$ cat src/rtl/lpc_pkg.sv
// Shared types and constants for the LPC frame packer: frame record, word count, sync nibble.
package lpc_pkg;

  localparam int FRAME_WORDS = 13;
  localparam int NUM_COEF    = 11;
  localparam logic [3:0] SYNC_NIBBLE = 4'hA;
  localparam logic [3:0] LAST_IDX    = 4'(FRAME_WORDS - 1);

  typedef enum logic {
    IDLE,
    SEND
  } pack_state_t;

  typedef struct packed {
    logic                       voiced;
    logic [0:NUM_COEF-1][15:0]  a;
    logic [15:0]                freq_count;
    logic [7:0]                 seq;
  } lpc_frame_t;

  function automatic logic [15:0] header_word(input logic [3:0] sync, input lpc_frame_t f);
    return {sync, f.voiced, 3'b000, f.seq};
  endfunction

endpackage

$ cat src/rtl/lpc_frame_mux.sv
// Selects one 16-bit stream word of a frame by word index; purely combinational,
// no handshake of its own.
module lpc_frame_mux
  import lpc_pkg::*;
#(
  parameter logic [3:0] SYNC = SYNC_NIBBLE
) (
  input  lpc_frame_t  frame,
  input  logic [3:0]  idx,
  output logic [15:0] word
);

  always_comb begin
    word = '0;
    if (idx == 4'd0) begin
      word = header_word(SYNC, frame);
    end else if (idx == LAST_IDX) begin
      word = frame.freq_count;
    end else begin
      for (int i = 0; i < NUM_COEF; i++) begin
        if (idx == 4'(i + 1)) word = frame.a[i];
      end
    end
  end

endmodule

$ cat src/rtl/lpc_frame_packer.sv
// Packs encoder frames into 13-word streams, header one cycle after capture; out_d/out_v
// hold under out_ready=0, one frame buffered, further arrivals dropped and counted.
module lpc_frame_packer
  import lpc_pkg::*;
#(
  parameter logic [3:0] SYNC       = SYNC_NIBBLE,
  parameter int         HOLD_DEPTH = 1
) (
  input  logic        clk,
  input  logic        rst,
  input  logic        enc_vout,
  input  logic        enc_voiced,
  input  logic [15:0] enc_a0,
  input  logic [15:0] enc_a1,
  input  logic [15:0] enc_a2,
  input  logic [15:0] enc_a3,
  input  logic [15:0] enc_a4,
  input  logic [15:0] enc_a5,
  input  logic [15:0] enc_a6,
  input  logic [15:0] enc_a7,
  input  logic [15:0] enc_a8,
  input  logic [15:0] enc_a9,
  input  logic [15:0] enc_a10,
  input  logic [15:0] enc_freq_count,
  output logic [15:0] out_d,
  output logic        out_v,
  input  logic        out_ready,
  output logic        frame_start,
  output logic        overflow,
  output logic [7:0]  drop_count
);

  pack_state_t state, state_nxt;
  lpc_frame_t  active, active_nxt, pend, pend_nxt, in_frame;
  logic        pend_vld, pend_vld_nxt;
  logic [3:0]  idx, idx_nxt;
  logic [7:0]  seq, seq_nxt;
  logic        overflow_nxt;
  logic [7:0]  drop_nxt;
  logic [15:0] word;
  logic        pend_full, xfer, last;

  // The header seq is taken from the counter at capture time, not at send time.
  always_comb begin
    in_frame.voiced     = enc_voiced;
    in_frame.a          = {enc_a0, enc_a1, enc_a2, enc_a3, enc_a4, enc_a5,
                           enc_a6, enc_a7, enc_a8, enc_a9, enc_a10};
    in_frame.freq_count = enc_freq_count;
    in_frame.seq        = seq;
  end

  assign pend_full = (pend_vld == HOLD_DEPTH[0]);
  assign xfer      = out_v & out_ready;
  assign last      = xfer && (idx == LAST_IDX);

  always_comb begin
    state_nxt    = state;
    active_nxt   = active;
    pend_nxt     = pend;
    pend_vld_nxt = pend_vld;
    idx_nxt      = idx;
    seq_nxt      = seq;
    overflow_nxt = overflow;
    drop_nxt     = drop_count;
    case (state)
      IDLE: begin
        if (enc_vout) begin
          active_nxt = in_frame;
          idx_nxt    = 4'd0;
          seq_nxt    = seq + 8'd1;
          state_nxt  = SEND;
        end
      end
      SEND: begin
        if (xfer) idx_nxt = idx + 4'd1;
        if (last) begin
          idx_nxt = 4'd0;
          if (pend_full) begin
            active_nxt   = pend;
            pend_vld_nxt = 1'b0;
          end else if (enc_vout) begin
            active_nxt = in_frame;
            seq_nxt    = seq + 8'd1;
          end else begin
            state_nxt = IDLE;
          end
        end
        // A strobe meeting a full pending slot is lost even if that slot drains this cycle.
        if (enc_vout) begin
          if (pend_full) begin
            overflow_nxt = 1'b1;
            if (drop_count != 8'hFF) drop_nxt = drop_count + 8'd1;
          end else if (!last) begin
            pend_nxt     = in_frame;
            pend_vld_nxt = 1'b1;
            seq_nxt      = seq + 8'd1;
          end
        end
      end
      default: state_nxt = IDLE;
    endcase
  end

  always_ff @(posedge clk) begin
    if (rst) begin
      state      <= IDLE;
      active     <= '0;
      pend       <= '0;
      pend_vld   <= 1'b0;
      idx        <= 4'd0;
      seq        <= 8'd0;
      overflow   <= 1'b0;
      drop_count <= 8'd0;
    end else begin
      state      <= state_nxt;
      active     <= active_nxt;
      pend       <= pend_nxt;
      pend_vld   <= pend_vld_nxt;
      idx        <= idx_nxt;
      seq        <= seq_nxt;
      overflow   <= overflow_nxt;
      drop_count <= drop_nxt;
    end
  end

  lpc_frame_mux #(.SYNC(SYNC)) u_mux (
    .frame (active),
    .idx   (idx),
    .word  (word)
  );

  assign out_v       = (state == SEND);
  assign out_d       = out_v ? word : 16'h0000;
  assign frame_start = out_v & (idx == 4'd0);

endmodule

$ cat config.mk
export PLATFORM = sky130hd
export DESIGN_NAME = lpc_frame_packer
export DESIGN_NICKNAME = d
export VERILOG_FILES = /design/src/rtl/lpc_pkg.sv /design/src/rtl/lpc_frame_mux.sv /design/src/rtl/lpc_frame_packer.sv
export SDC_FILE = /design/constraint.sdc
export NUM_CORES = 1
export LEC_CHECK = 0
export BUFFER_PORTS_ARGS = -buffer_cell sky130_fd_sc_hd__buf_2
export CELL_PAD_IN_SITES_DETAIL_PLACEMENT = 1
export CELL_PAD_IN_SITES_GLOBAL_PLACEMENT = 2
export CORE_UTILIZATION = 34
export CTS_CLUSTER_DIAMETER = 30
export CTS_CLUSTER_SIZE = 16
export DETAILED_ROUTE_END_ITERATION = 8
export PLACE_DENSITY_LB_ADDON = 0.25
export SYNTH_ARGS = -nofsm -noshare
export SYNTH_HDL_FRONTEND = slang
export SYNTH_SLANG_ARGS = --single-unit
$ cat constraint.sdc
create_clock -name clk -period 3.19 [get_ports clk]
set_input_delay 0.957 -clock clk [delete_from_list [all_inputs] [get_ports clk]]
set_output_delay 0.957 -clock clk [all_outputs]
set_load 0.1 [all_outputs]
==> results by group <==
Place
  • Placer congestion estimate: approximately 0.89
  • Area after detailed placement: approximately 0.022 mm²
  • Cell count after placement: between 3000 and 4000
  • Setup WS pre-CTS: -0.0761 ns
  • Post-DP HPWL: about 51 mm
  • Port-buffer cells: about 220

Timing
  • Final Hold Violating Endpoints: 0
  • Number of failing setup endpoints in the final timing report: 16
  • Slew of the pin with the lowest slew margin: just under 0.8 ns
  • Post-route worst setup slack: -0.580 ns
  • Post-route minimum period: approximately 3.8 ns
  • Highest achievable clock rate: between 200 and 300 MHz
  • Max-slew violation count: 0
  • Worst hold margin: 0.447 ns
  • Worst slew margin: between 40 and 50%
  • Setup repair after global routing missed its margin: yes
  • Period utilization: 118%
  • Clock skew: 0.0240 ns

Yosys
  • Synth Flop Type: dfxtp_1
  • Post-Synthesis Cell Area: 0.0190 mm²
  • #FFs+latches synth: 425
  • Fraction of post-synthesis cell area in the top cell type by area: 44.9%
  • Number of enable flip-flop cells after synthesis: 0
  • Total nets after synthesis: roughly 2700
  • Cells after Synth: approximately 2500
  • Count of yosys warnings during synthesis: 0
  • Sequential area share after synthesis: between 40 and 50%
  • Count leader, synth: nand2_1
  • Synthesized area divided by synthesized cell count: around 7.5 µm²
  • Synth unique cells: 58
  • Top post-synthesis cells by count: nand2_1 (671), dfxtp_1 (425), a21oi_1 (259), nor2_1 (252), clkbuf_1 (159)
  • Cell types occupying the most area after synthesis: dfxtp_1 (45%), nand2_1 (13%), a21oi_1 (6.8%), nor2_1 (5.0%), a311oi_1 (4.7%)
  • Async set-reset flop share out of synthesis: 0%
  • Top cell type by total area after synthesis: dfxtp_1

Critical path
  • Reg2Reg Setup Slack: between 0.5 and 0.6 ns
  • Worst setup SP type: flop
  • Reg2Reg Launch Point: idx[0]
  • CP endpoint kind: output pin
  • CP max FO: 6
  • Data arrival time of the critical path: 2.81 ns
  • Worst reg2reg path endpoint: active[76]
  • Critical Path Start: idx[1]
  • Depth of the worst register-to-register path: 11
  • End of the critical path: out_d[14]
  • Worst EP required: between 2 and 2.5 ns
  • Setup Crit Path Kind: reg -> out

Pwr
  • Worst voltage drop across the vdd grid: around 0.00045 V
  • Leakage component of the power: roughly 10 nW
  • Ratio of total power to cell area: ~740 mW/mm²

Status
  • Run status: finished, violations left
  • Failing checks: setup timing

Final layout
  • Post-Layout Cell Count: approximately 3600
  • Nets@finish: between 2000 and 3000
  • Cell area after layout: 0.0261 mm²
  • Fill cell count: about 6600
  • Fraction of layout instances using a drive strength above 1: between 20% and 30%
  • Area growth from synthesis to final layout: 37.6%

Route
  • Drc violations: 0
  • Routed vias: between 15000 and 20000
  • Post-detailed-route via-to-cell ratio: 5.41
  • Antenna viol nets, final: 0
  • Starting DRC count in detailed routing: approximately 1200
  • DRT Pass-1 Iters: 5
  • Per-cell routed wire length: approximately 21 µm
  • Final wirelength: ~76 mm

Global routing
  • Global route total overflow: 0
  • First-pass GRT wire length: 117 mm
  • Largest net degree at the start of global routing: 129
  • Initial antenna violation count: 1
  • Vias in the first global route: 19807
  • Combined global-route utilization of all metal layers: 26.5%

CTS
  • Maximum root-to-sink buffer count: 3
  • CTS tree: yes
  • CTS sink cnt: between 400 and 500
  • H-Tree Depth: 3
  • Latest clock arrival within the worst-skew pair: about 0.66 ns
  • Cell at the root of the clock tree: clkbuf_16
  • CTS buffer count: 109
  • Clock-pin slew on the worst setup and hold paths: roughly 0.050 ns
  • Post-cts hold buffer count: 0

Die
  • Number of placement rows: 86
  • IO Pins: 224
  • Starting density of the core: between 30% and 40%
  • Area enclosed by the die boundary: approximately 0.057 mm²
  • Die Span Y: 238 µm
  • X dimension of the die: about 240 µm
  • Floorplan core area: between 0.05 and 0.06 mm²

Hold path
  • Hold Path Class: reg -> reg

Flow run
  • # Max-Cap Violations: 0
## worst min-delay path by stage
| stage | cells after the start | endpoint | start | slack, ns |
|---|---|---|---|---|
| floorplan | 2 | pend[103] | pend[103] | 0.43 |
| global placement | 2 | overflow | overflow | 0.44 |
| detailed placement | 2 | pend[135] | pend[135] | 0.44 |
| CTS | 2 | pend[195] | pend[195] | 0.45 |
| global route | 2 | pend[132] | pend[132] | 0.46 |
| finish | 2 | pend[176] | pend[176] | 0.45 |
## metrics by stage
step | TNS [ns] | util [%] | total power [W]
6_report | -7.13 | 47.3 | 0.0193
3_3_place_gp | 0 | 39.1 | 0.00769
4_1_cts | -7.50 | 47.2 | 0.0194
5_1_grt | -8.52 | 47.3 | 0.0199
2_1_floorplan | -0.276 | - | 0.00696
3_5_place_dp | -0.298 | 39.1 | 0.00774
## power breakdown
part / leakage (nW) / switching (W) / internal [W]
Clock: 1.92 / 0.00348 / 0.00809
Sequential: 3.49 / 0.000321 / 0.00567
Combinational: 4.39 / 0.00109 / 0.000622
Total: 9.80 / 0.00490 / 0.0144
## cells by family after synthesis
logic type | after synthesis | share of synthesized area, %
simple gates | 1085 | 23.6
compound gates | 726 | 24.3
flops | 425 | 44.9
buf+inv | 265 | 5.95
xor+xnor | 14 | 0.647
fa+ha+maj | 6 | 0.396
mux | 4 | 0.218
## critical path, cell delays in order, from the launching register on
cell	delay, ns
dfxtp_4	0.37
inv_4	0.05
ha_4	0.18
nand3b_1	0.18
a221oi_2	0.29
a311oi_2	0.08
or3_4	0.36
a221oi_4	0.41
buf_12	0.23
## flip-flops by register name, summed over array words and instances (netlist names)
signal	flops
active	201
idx	4
overflow	1
drop_count	8
pend_full	1
out_v	1
pend	201
seq	8
## placed cells by master, fill, tap and decap left out, types with 11 or more instances in the layout
master / netlist / layout
buf_4: 19 / 68
or3_1: 104 / 102
clkbuf_8: 0 / 20
nor2_1: 252 / 248
nand2_1: 671 / 664
clkinv_2: 0 / 31
o21ai_0: 149 / 130
bufinv_16: 0 / 17
a31oi_1: 22 / 11
buf_6: 0 / 12
buf_2: 48 / 205
a21oi_2: 0 / 14
dfxtp_1: 425 / 420
clkbuf_16: 0 / 110
nand3_1: 13 / 13
inv_1: 25 / 23
a211oi_1: 106 / 101
buf_12: 0 / 40
a311oi_1: 101 / 100
a21oi_1: 259 / 242
clkinvlp_4: 0 / 12
o21ai_1: 0 / 12
## area by class of cell
cell class,instances,area (µm²),share of cell area [%]
multi-input cells,1835,10100,38.6
flip-flops and latches,425,8520,32.7
clock buffers,136,3050,11.7
repair buffers,328,2520,9.65
well taps,748,936,3.59
clock inverters,67,870,3.33
inverters,29,116,0.446
diodes,1,2.50,0.00959
## metal layers
metal	global-route usage (%)	wire length (µm)	vias up
li1	-	-	9222
met1	34.3	33800	9544
met2	44.9	37200	402
met3	3.91	2850	125
met4	9.01	1880	0
met5	0	0	-
## what timing repair did
item	CTS	global route
endpoints found under the setup margin	17	16
cloned	1	0
buffers inserted	5	2
pin swaps	28	13
resized for setup	110	19
Note: power is estimated with default switching activity, not from simulation.
